$ cat src/rtl/led_blink_controller_if.sv
// led_blink_controller_if: mode/config handshake between control logic and the LED blinker
interface led_blink_controller_if #(
    parameter int CNT_W = 24,
    parameter int BURST_W = 8
);
    logic valid;
    logic ready;
    logic [1:0] mode;
    logic [CNT_W-1:0] half_period;
    logic [BURST_W-1:0] count;
    modport master (output valid, mode, half_period, count, input ready);
    modport slave (input valid, mode, half_period, count, output ready);
endinterface

$ cat src/rtl/led_blink_controller.sv
// led_blink_controller: off/on/blink/burst LED sequencer with reconfiguration deferred to half-period boundaries
module led_blink_controller #(
    parameter int CNT_W = 24,
    parameter int DEFAULT_HALF = 1000,
    parameter int BURST_W = 8
) (
    input  logic clk,
    input  logic rst_n,
    led_blink_controller_if.slave cfg,
    output logic led,
    output logic tick,
    output logic busy,
    output logic done
);
    typedef enum logic [1:0] {OFF, ON, BLINK, BURST} mode_t;
    mode_t mode, mode_n, pmode, pmode_n, a_mode;
    logic [CNT_W-1:0] cnt, cnt_n, half, half_n, phalf, phalf_n, a_half;
    logic [BURST_W-1:0] rem, rem_n, pcount, pcount_n, a_count;
    logic pend, pend_n, led_n, done_n, running, accept, apply;
    assign running = mode == BLINK || mode == BURST;
    assign tick = running && cnt == half - CNT_W'(1);
    assign busy = mode == BURST;
    assign cfg.ready = !pend;
    assign accept = cfg.valid && !pend;
    // a pending config only exists while cfg_ready is low, so it never collides with a fresh accept
    assign apply = (tick && pend) || (accept && (!running || tick));
    assign a_mode = pend ? pmode : mode_t'(cfg.mode);
    assign a_half = pend ? phalf : cfg.half_period;
    assign a_count = pend ? pcount : cfg.count;
    always_ff @(posedge clk or negedge rst_n) begin
        if (!rst_n) begin
            mode <= OFF;
            led <= 1'b0;
            cnt <= '0;
            half <= CNT_W'(DEFAULT_HALF);
            rem <= '0;
            pend <= 1'b0;
            pmode <= OFF;
            phalf <= '0;
            pcount <= '0;
            done <= 1'b0;
        end else begin
            mode <= mode_n;
            led <= led_n;
            cnt <= cnt_n;
            half <= half_n;
            rem <= rem_n;
            pend <= pend_n;
            pmode <= pmode_n;
            phalf <= phalf_n;
            pcount <= pcount_n;
            done <= done_n;
        end
    end
    always_comb begin
        mode_n = mode;
        led_n = led;
        cnt_n = running ? (tick ? '0 : cnt + CNT_W'(1)) : '0;
        half_n = half;
        rem_n = rem;
        pend_n = pend;
        pmode_n = pmode;
        phalf_n = phalf;
        pcount_n = pcount;
        done_n = 1'b0;
        if (apply) begin
            cnt_n = '0;
            half_n = a_half == '0 ? CNT_W'(1) : a_half;
            rem_n = a_count;
            pend_n = 1'b0;
            mode_n = (a_mode == BURST && a_count == '0) ? OFF : a_mode;
            led_n = a_mode == ON || a_mode == BLINK || (a_mode == BURST && a_count != '0);
            done_n = a_mode == BURST && a_count == '0;
        end else if (accept) begin
            pend_n = 1'b1;
            pmode_n = mode_t'(cfg.mode);
            phalf_n = cfg.half_period;
            pcount_n = cfg.count;
        end else if (tick) begin
            if (mode == BLINK || led) begin
                led_n = !led;
            end else begin
                // end of a burst off-half: one blink cycle consumed
                rem_n = rem == '0 ? '0 : rem - BURST_W'(1);
                mode_n = rem <= BURST_W'(1) ? OFF : mode;
                led_n = rem > BURST_W'(1);
                done_n = rem <= BURST_W'(1);
            end
        end
    end
endmodule

$ cat src/flat_wrapper.sv
// flat-port wrapper written by rule: the top's interface ports become plain ports
module led_blink_controller_flat 
#(
    parameter int CNT_W = 24,
    parameter int DEFAULT_HALF = 1000,
    parameter int BURST_W = 8
)
  (clk, rst_n, led, tick, busy, done, cfg_valid, cfg_mode, cfg_half_period, cfg_count, cfg_ready);
  led_blink_controller_if #(.CNT_W(CNT_W), .BURST_W(BURST_W)) cfg_i ();
  input  logic clk;
  input  logic rst_n;
  output logic led;
  output logic tick;
  output logic busy;
  output logic done;
  input wire logic [$bits(cfg_i.valid)-1:0] cfg_valid;
  input wire logic [$bits(cfg_i.mode)-1:0] cfg_mode;
  input wire logic [$bits(cfg_i.half_period)-1:0] cfg_half_period;
  input wire logic [$bits(cfg_i.count)-1:0] cfg_count;
  output wire logic [$bits(cfg_i.ready)-1:0] cfg_ready;
  assign cfg_i.valid = cfg_valid;
  assign cfg_i.mode = cfg_mode;
  assign cfg_i.half_period = cfg_half_period;
  assign cfg_i.count = cfg_count;
  assign cfg_ready = cfg_i.ready;
  led_blink_controller #(.CNT_W(CNT_W), .DEFAULT_HALF(DEFAULT_HALF), .BURST_W(BURST_W)) u_core (.clk(clk), .rst_n(rst_n), .cfg(cfg_i), .led(led), .tick(tick), .busy(busy), .done(done));
endmodule
$ cat config.mk
export PLATFORM = sky130hd
export DESIGN_NAME = led_blink_controller_flat
export DESIGN_NICKNAME = d
export VERILOG_FILES = /design/src/rtl/led_blink_controller_if.sv /design/src/rtl/led_blink_controller.sv /design/src/flat_wrapper.sv
export SDC_FILE = /design/constraint.sdc
export NUM_CORES = 1
export LEC_CHECK = 0
export CORE_MARGIN = 3
export CORE_UTILIZATION = 59
export CTS_CLUSTER_SIZE = 28
export DETAILED_ROUTE_END_ITERATION = 10
export GPL_TIMING_DRIVEN = 0
export PLACE_DENSITY_LB_ADDON = 0.25
export SLEW_MARGIN = 15
export SYNTH_ARGS = -nofsm -noshare
export SYNTH_HDL_FRONTEND = slang
export SYNTH_SLANG_ARGS = --single-unit
$ cat constraint.sdc
create_clock -name clk -period 4.7 [get_ports clk]
set_input_delay 1.175 -clock clk [delete_from_list [all_inputs] [get_ports clk]]
set_output_delay 1.175 -clock clk [all_outputs]
set_load 0.03 [all_outputs]
; After elaboration in Yosys (flattened, before gate mapping)
; Index checks and enable logic that the tools add are counted.
[word_totals]
ff_bits = 95
inputBits = 37
word_cells = 78
[op_classes]
addsub = 3
n_lt_le_gt_ge = 2
n_eq_ne = 8
muxes = 28
bitwise_logic = 1
reduce_logical = 26
[ops]
columns = operator, n
row1 = two-way mux 24 bit, 5
row2 = two-way mux 8 bit, 6
row3 = adder 24 x 1 -> 24 bit (second input constant), 1
row4 = == test 24 bit, 1
row5 = zero test 24 bit, 1
row6 = subtractor 24 x 1 -> 24 bit (second input constant), 1
row7 = zero test 8 bit, 2
row8 = two-way mux 2 bit, 7
row9 = two-way mux 1 bit, 10
row10 = == test 2 bit (second input constant), 4
row11 = greater-than comparator 8 x 1 -> 1 bit (second input constant), 1
row12 = <= comparator 8 x 1 -> 1 bit (second input constant), 1
row13 = nonzero test 8 bit, 1
row14 = subtractor 8 x 1 -> 8 bit (second input constant), 1
row15 = logical AND 1 bit, 6
row16 = logical OR 1 bit, 6
row17 = nonzero test 2 bit, 3
row18 = AND reduction 2 bit, 2
row19 = AND reduction 4 bit, 1
row20 = zero test 1 bit, 3
row21 = AND reduction 3 bit, 1
row22 = == test 2 x 1 -> 1 bit (second input constant), 1
row23 = != test 2 x 1 -> 1 bit (second input constant), 1
row24 = != test 2 bit (second input constant), 1
row25 = inverter 1 bit, 1

; Logic depth before layout (Yosys ltp)
; Gate-level depths: netlist of run 1.
[logic_depth]
ltp_word = 8
mapped_depth = 12
mapped_depth_nobuf = 10

; Worst setup path before layout of run 1
; Ideal clock, no wire load.
[synth_timing]
path_kind = flip-flop to output port
startpoint = reg u_core.half[8]
endpoint = out tick
arrival_time_ns = 3.463
setup_slack_ns = 0.062
path_stages_with_launch = 10
n_path_buf = 2
path_cell_list = dfstp_2 clkbuf_8 or4_4 or4_2 nor4_1 mux2i_1 nand4_1 or4_4 buf_6 nor2_1
[synth_between]
elab_chain_cells = 3
[synth_rtl]
columns = element, line
row1 = "start, declared", led_blink_controller.sv:17  ; logic [CNT_W-1:0] cnt, cnt_n, half, half_n, phalf, phalf_n, a_half;
row2 = "start signal, assigned", led_blink_controller.sv:35  ; half <= CNT_W'(DEFAULT_HALF);
row3 = "start signal, assigned", led_blink_controller.sv:46  ; half <= half_n;
row4 = subtractor 24 x 1 -> 24 bit, led_blink_controller.sv:21  ; assign tick = running && cnt == half - CNT_W'(1);
row5 = == test 24 bit, led_blink_controller.sv:21
row6 = logical AND 1 bit, led_blink_controller.sv:21
row7 = "end, declared", flat_wrapper.sv:13  ; output logic tick;
; Every way passes these cells.

; Worst setup path in the final report of run 1
; Ends and elaborated chain as after synthesis.

==> reports/metrics.yaml, run 1 <==
status: "finished clean"
multi_input_area_um2: 3010
final_cell_mix: "dfrtp_1 (87), a21oi_1 (54), mux2_2 (44)"
slew_violations: 0
min_period_ps: 4600
synth.distinct_cells: 69
drt_iter0_markers: 295
cp-startpoint: "u_core.half[8]"
crit_type: "register to primary output"
fill_cells: 614
synth_ff_type: "dfrtp_1"
die-area_um2: 10600
drc: 0
arrival_ps: 3430
cts.sinks: 95
ios: 42
fmax_ghz: 0.217
netlist_instances: 551
crit_path_start_kind: "register"
clkTransAtPathRegs_ps: 100
layout.area.seq_um2: 2390
die_h_um: 103
endpoint: "tick"
finClkSkew_ps: 11.4
period_share_pct: 97.9
final_area_um2: 6570
maxSlewHeadroom_pct: 50.7
antenna_found_initial: 0
wl_mm: 13.7
p_leak_nw: 2.89
r2r_setup_slack_ps: 910
final-setup-viol-count: 0
core_um2: 8930
io_buffer_count: 41
avgSynthCellArea_um2: 10.1
report.final.hold_viol_count: 0
grt_pass1_vias: 4529
synth_warnings: 0
ctsLongestPathBuffers: 2
cap_violations: 0
reg2regPathDepth: 12
root_buffer: "clkbuf_8"
path_max_fanout: 9
rows: 34
drtPass1Iterations: 5
ys_ff_latch: 95
post-place-cells: 701
grt_usage_pct: 26.6
dpl-instance-area_um2: 6140
start_util_pct: 62.3
gp_congestion: 0.890
fin_tns_setup_ps: 0
crit_required_ps: 3520
synth_edf_count: 0
wl_per_cell_um: 18.6
ant_nets: 0
clock_latency_ps: 370
cts_tree: "built"
vias: 4581
p_total_mw: 3.17
fin_cells: 736
ys_seq_area_share_pct: 42.9
h-tree-depth: 3
rr_startpoint: "u_core.half[3]"
worst_slew_pin_slew_ps: 739
reg2reg_to: "u_core.rem[6]"
power.density_nw_per_um2: 483
grt_pass1_wl_mm: 22.1
async_flop_share_pct: 100
final_nets: 666
end_kind: "primary output"
die_w_um: 103
drive_gt1_share_pct: 21.0
hpwl_mm: 9.81
grt_max_degree: 49
syn-cell-area_um2: 5570
areaGrowthSynthToFinish_pct: 18.1
synth_nets: 594
irDropWorstVdd_mv: 0.328
final_common_cell: "dfrtp_1"
hp-class: "register to register"
overflow: 0
via_per_inst: 6.22
numCtsBuffers: 9
num_antenna_cells: 0
sequential cells by signal (all words and copies together) (netlist names):
name	flops
u_core.pend	1
u_core.done	1
u_core.rem	8
u_core.cnt	24
u_core.phalf	24
u_core.mode	2
u_core.led	1
u_core.half	24
u_core.pmode	2
u_core.pcount	8
synth_stat cells, drive strengths merged (3+ instances only):
library cell | n | share of area (%)
a21oi | 55 | 5.1
dfstp | 6 | 2.8
and3 | 8 | 0.92
nor4 | 23 | 2.9
and3b | 3 | 0.49
ha | 6 | 1.3
o311ai | 3 | 0.47
mux2 | 45 | 9.1
dfrtp | 89 | 40
and4 | 3 | 0.47
nand4 | 7 | 0.79
xor2 | 24 | 3.8
clkbuf | 9 | 0.79
nand3 | 21 | 2.1
a31oi | 5 | 0.56
mux2i | 28 | 5.0
o22ai | 4 | 0.45
buf | 16 | 1.9
and2 | 4 | 0.47
o211ai | 3 | 0.40
o21ai | 8 | 0.79
o31ai | 3 | 0.40
nor3 | 20 | 1.8
inv | 17 | 1.1
nor2b | 3 | 0.34
xnor2 | 28 | 4.4
nand2 | 28 | 1.9
nor2 | 43 | 2.9
or4 | 7 | 1.2
critical path, cell delays in order, from the launching register on:
cell      delay (ps)
dfstp_2          380
clkbuf_8         140
or4_4            540
buf_4            160
nor4_4           250
a21boi_2         110
o41a_1           380
o31a_2           140
or4_4            550
buf_8            150
nor2_4           120
buf_6            140
worst min-delay path by stage:
stage                       start             to  slack [ps]  cells after the start
finish              u_core.rem[7]  u_core.rem[7]         500                      1
global route        u_core.rem[7]  u_core.rem[7]         520                      1
CTS                 u_core.rem[7]  u_core.rem[7]         500                      1
detailed placement  u_core.rem[7]  u_core.rem[7]         470                      1
global placement    u_core.rem[7]  u_core.rem[7]         470                      1
floorplan           u_core.rem[7]  u_core.rem[7]         450                      1
logic make-up after synthesis:
| family | share of synthesized area, % |
|---|---|
| and+or+nand+nor | 17.8 |
| AOI/OAI and AO/OA | 11.6 |
| DFF | 42.9 |
| muxes | 14.1 |
| xor gates and xnor gates | 8.18 |
| buffers and inverters | 4.02 |
| adders and majority gates | 1.35 |
per-stage QoR:
stage | util, % | worst slack [ps] | hold WS [ps]
after floorplan | - | 62.1 | 449
after global placement | 68.4 | -937 | 472
after detailed placement | 68.7 | -574 | 470
after CTS | 72.0 | 14.8 | 499
after global routing | 73.5 | -22.1 | 525
final | 73.5 | 97.1 | 499
cell type report:
class | instances | share of cell area (%)
Buffer | 26 | 2.59
Clock buffer | 9 | 1.89
Clock inverter | 7 | 1.52
Inverter | 17 | 0.971
Multi-Input combinational cell | 413 | 45.8
Sequential cell | 95 | 36.3
Tap cell | 108 | 2.06
Timing Repair Buffer | 61 | 8.82
per-layer routing:
metal | GRT usage, % | up-vias | wire, µm
met3 | 5.28 | 14 | 678
met5 | 0 | - | 0
met2 | 41.5 | 124 | 6540
met4 | 6.57 | 0 | 131
met1 | 38.4 | 2286 | 6300
li1 | - | 2157 | -
repair_timing:
action	in CTS	in global routing
resized for setup	13	11
pin swaps	7	7
endpoints found under the setup margin	1	1
hold buffers	0	0
buffers inserted	6	13
cloned	0	0
report_power, final:
part / internal, mW / switching [mW]
Clock: 0.263 / 0.333
Combinational: 0.597 / 0.564
Sequential: 1.10 / 0.317
Total: 1.96 / 1.21
(Power assumes the default switching activity.)
==> run 2, diff against run 1 <==
--- a/config.mk
+++ b/config.mk
@@ -5,7 +5,7 @@
 export SDC_FILE = /design/constraint.sdc
 export NUM_CORES = 1
 export LEC_CHECK = 0
-export CORE_MARGIN = 3
+export CORE_MARGIN = 4
 export CORE_UTILIZATION = 59
 export CTS_CLUSTER_SIZE = 28
 export DETAILED_ROUTE_END_ITERATION = 10
==> run 2 against run 1 <==
Wire length decreased by 2.3%; register-to-register slack got worse by 100 ps; clock skew increased by 1.7 ps; critical path depth decreased by 1; clock power decreased by 9.9%; final cell count decreased by 0.27%; clock-buffer cell count unchanged; cell area decreased by 0.78%; via count decreased by 1.0%; total power decreased by 3.7%; highest routed layer unchanged.
==> reports/metrics.yaml, run 2 (same netlist as run 1, synthesis figures left out) <==
num_antenna_cells: 0
final_cell_mix: "dfrtp_1 (87), a21oi_1 (54), mux2_2 (44)"
drc: 0
end_kind: "primary output"
fin_tns_setup_ps: 0
clkTransAtPathRegs_ps: 110
final_common_cell: "dfrtp_1"
place_ws_ps: -650
core_um2: 9200
fmax_ghz: 0.218
hpwl_mm: 9.66
root_buffer: "clkbuf_8"
start_util_pct: 60.5
clock_latency_ps: 370
drt_iter0_markers: 310
critical-path-slowest-cell: "or4_4"
period_share_pct: 97.8
status: "finished clean"
min_period_ps: 4590
wl_mm: 13.3
gp_congestion: 0.906
drive_gt1_share_pct: 20.5
final_nets: 661
final-setup-viol-count: 0
fill_cells: 663
wl_per_cell_um: 18.2
ios: 42
die_w_um: 105
die-area_um2: 11100
numCtsBuffers: 9
critPathMaxStageDelay_ps: 560
crit_family: "simple AND/OR/NAND/NOR gates"
grt_pass1_wl_mm: 21.6
slew_violations: 0
via_per_inst: 6.18
h-tree-depth: 3
post-place-cells: 704
cap_violations: 0
crit_path_start_kind: "register"
cts_hold_buf: 0
dpl-instance-area_um2: 6140
hp-class: "register to register"
r2r_setup_slack_ps: 810
fin_cells: 734
maxSlewHeadroom_pct: 51.8
p_leak_nw: 2.86
path_cells: "or4_4 -> or4_4 -> buf_6 -> xnor2_1 -> and4_1 -> nand4_1 -> or4_4 -> buf_8 -> nor2_4 -> buf_6"
whs_ps: 495
cp_common_cell: "or4_4"
grt_pass1_vias: 4375
finClkSkew_ps: 13.1
crit_required_ps: 3520
cts.sinks: 95
power.density_nw_per_um2: 469
cts_tree: "built"
ant_nets: 0
crit_type: "register to primary output"
crit_buf_inv: 3
die_h_um: 105
rows: 35
areaGrowthSynthToFinish_pct: 17.1
arrival_ps: 3420
path_max_fanout: 6
antenna_found_initial: 0
reg.largest.list: "u_core.cnt x24, u_core.half x24, u_core.phalf x24"
timing.final.ws_setup_ps: 106
vias: 4534
p_total_mw: 3.05
report.final.hold_viol_count: 0
grt_max_degree: 49
io_buffer_count: 41
grt_usage_pct: 23.9
worst_slew_pin_slew_ps: 718
final_area_um2: 6520
overflow: 0
drtPass1Iterations: 6
irDropWorstVdd_mv: 0.237
utilization_pct: 70.9
ctsLongestPathBuffers: 2
run 2: area by class of cell:
type | instances | area [µm²] | share of cell area, %
repair buffers | 58 | 561 | 8.60
flip-flops and latches | 95 | 2390 | 36.6
plain buffers | 24 | 145 | 2.23
clock buffers | 9 | 124 | 1.90
inverters | 17 | 63.8 | 0.979
well taps | 111 | 139 | 2.13
clock inverters | 7 | 71.3 | 1.09
multi-input cells | 413 | 3030 | 46.4
run 2: report_power, final:
group	internal (mW)	total [mW]	switching (mW)
logic	0.549	1.07	0.523
registers	1.10	1.44	0.348
clock network	0.208	0.538	0.330
run 2: layer usage:
layer / part of all wire (%) / vias up / global-route usage, %
met2: 46 / 144 / 36.9
li1: - / 2148 / -
met5: 0 / - / 0
met3: 5.2 / 27 / 3.27
met1: 47 / 2215 / 34.9
met4: 2.0 / 0 / 7.97
run 2: worst paths after layout:
check / start / endpoint / depth (start not counted)
worst max-delay path: u_core.half[4] / tick / 10
worst min-delay path: u_core.rem[7] / u_core.rem[7] / 1
worst max register to register: u_core.half[7] / u_core.rem[4] / 11
worst min register to register: u_core.rem[7] / u_core.rem[7] / 1
max in group asynchronous: rst_n / u_core.half[7] / 2
min in group asynchronous: rst_n / u_core.cnt[12] / 1
run 2: timing repair:
| item | 4_1_cts | 5_1_grt |
|---|---|---|
| setup endpoints to repair | 1 | 1 |
| buffers inserted | 5 | 11 |
| pin swaps | 6 | 9 |
| gates resized for setup | 15 | 12 |
| cloned | 0 | 0 |
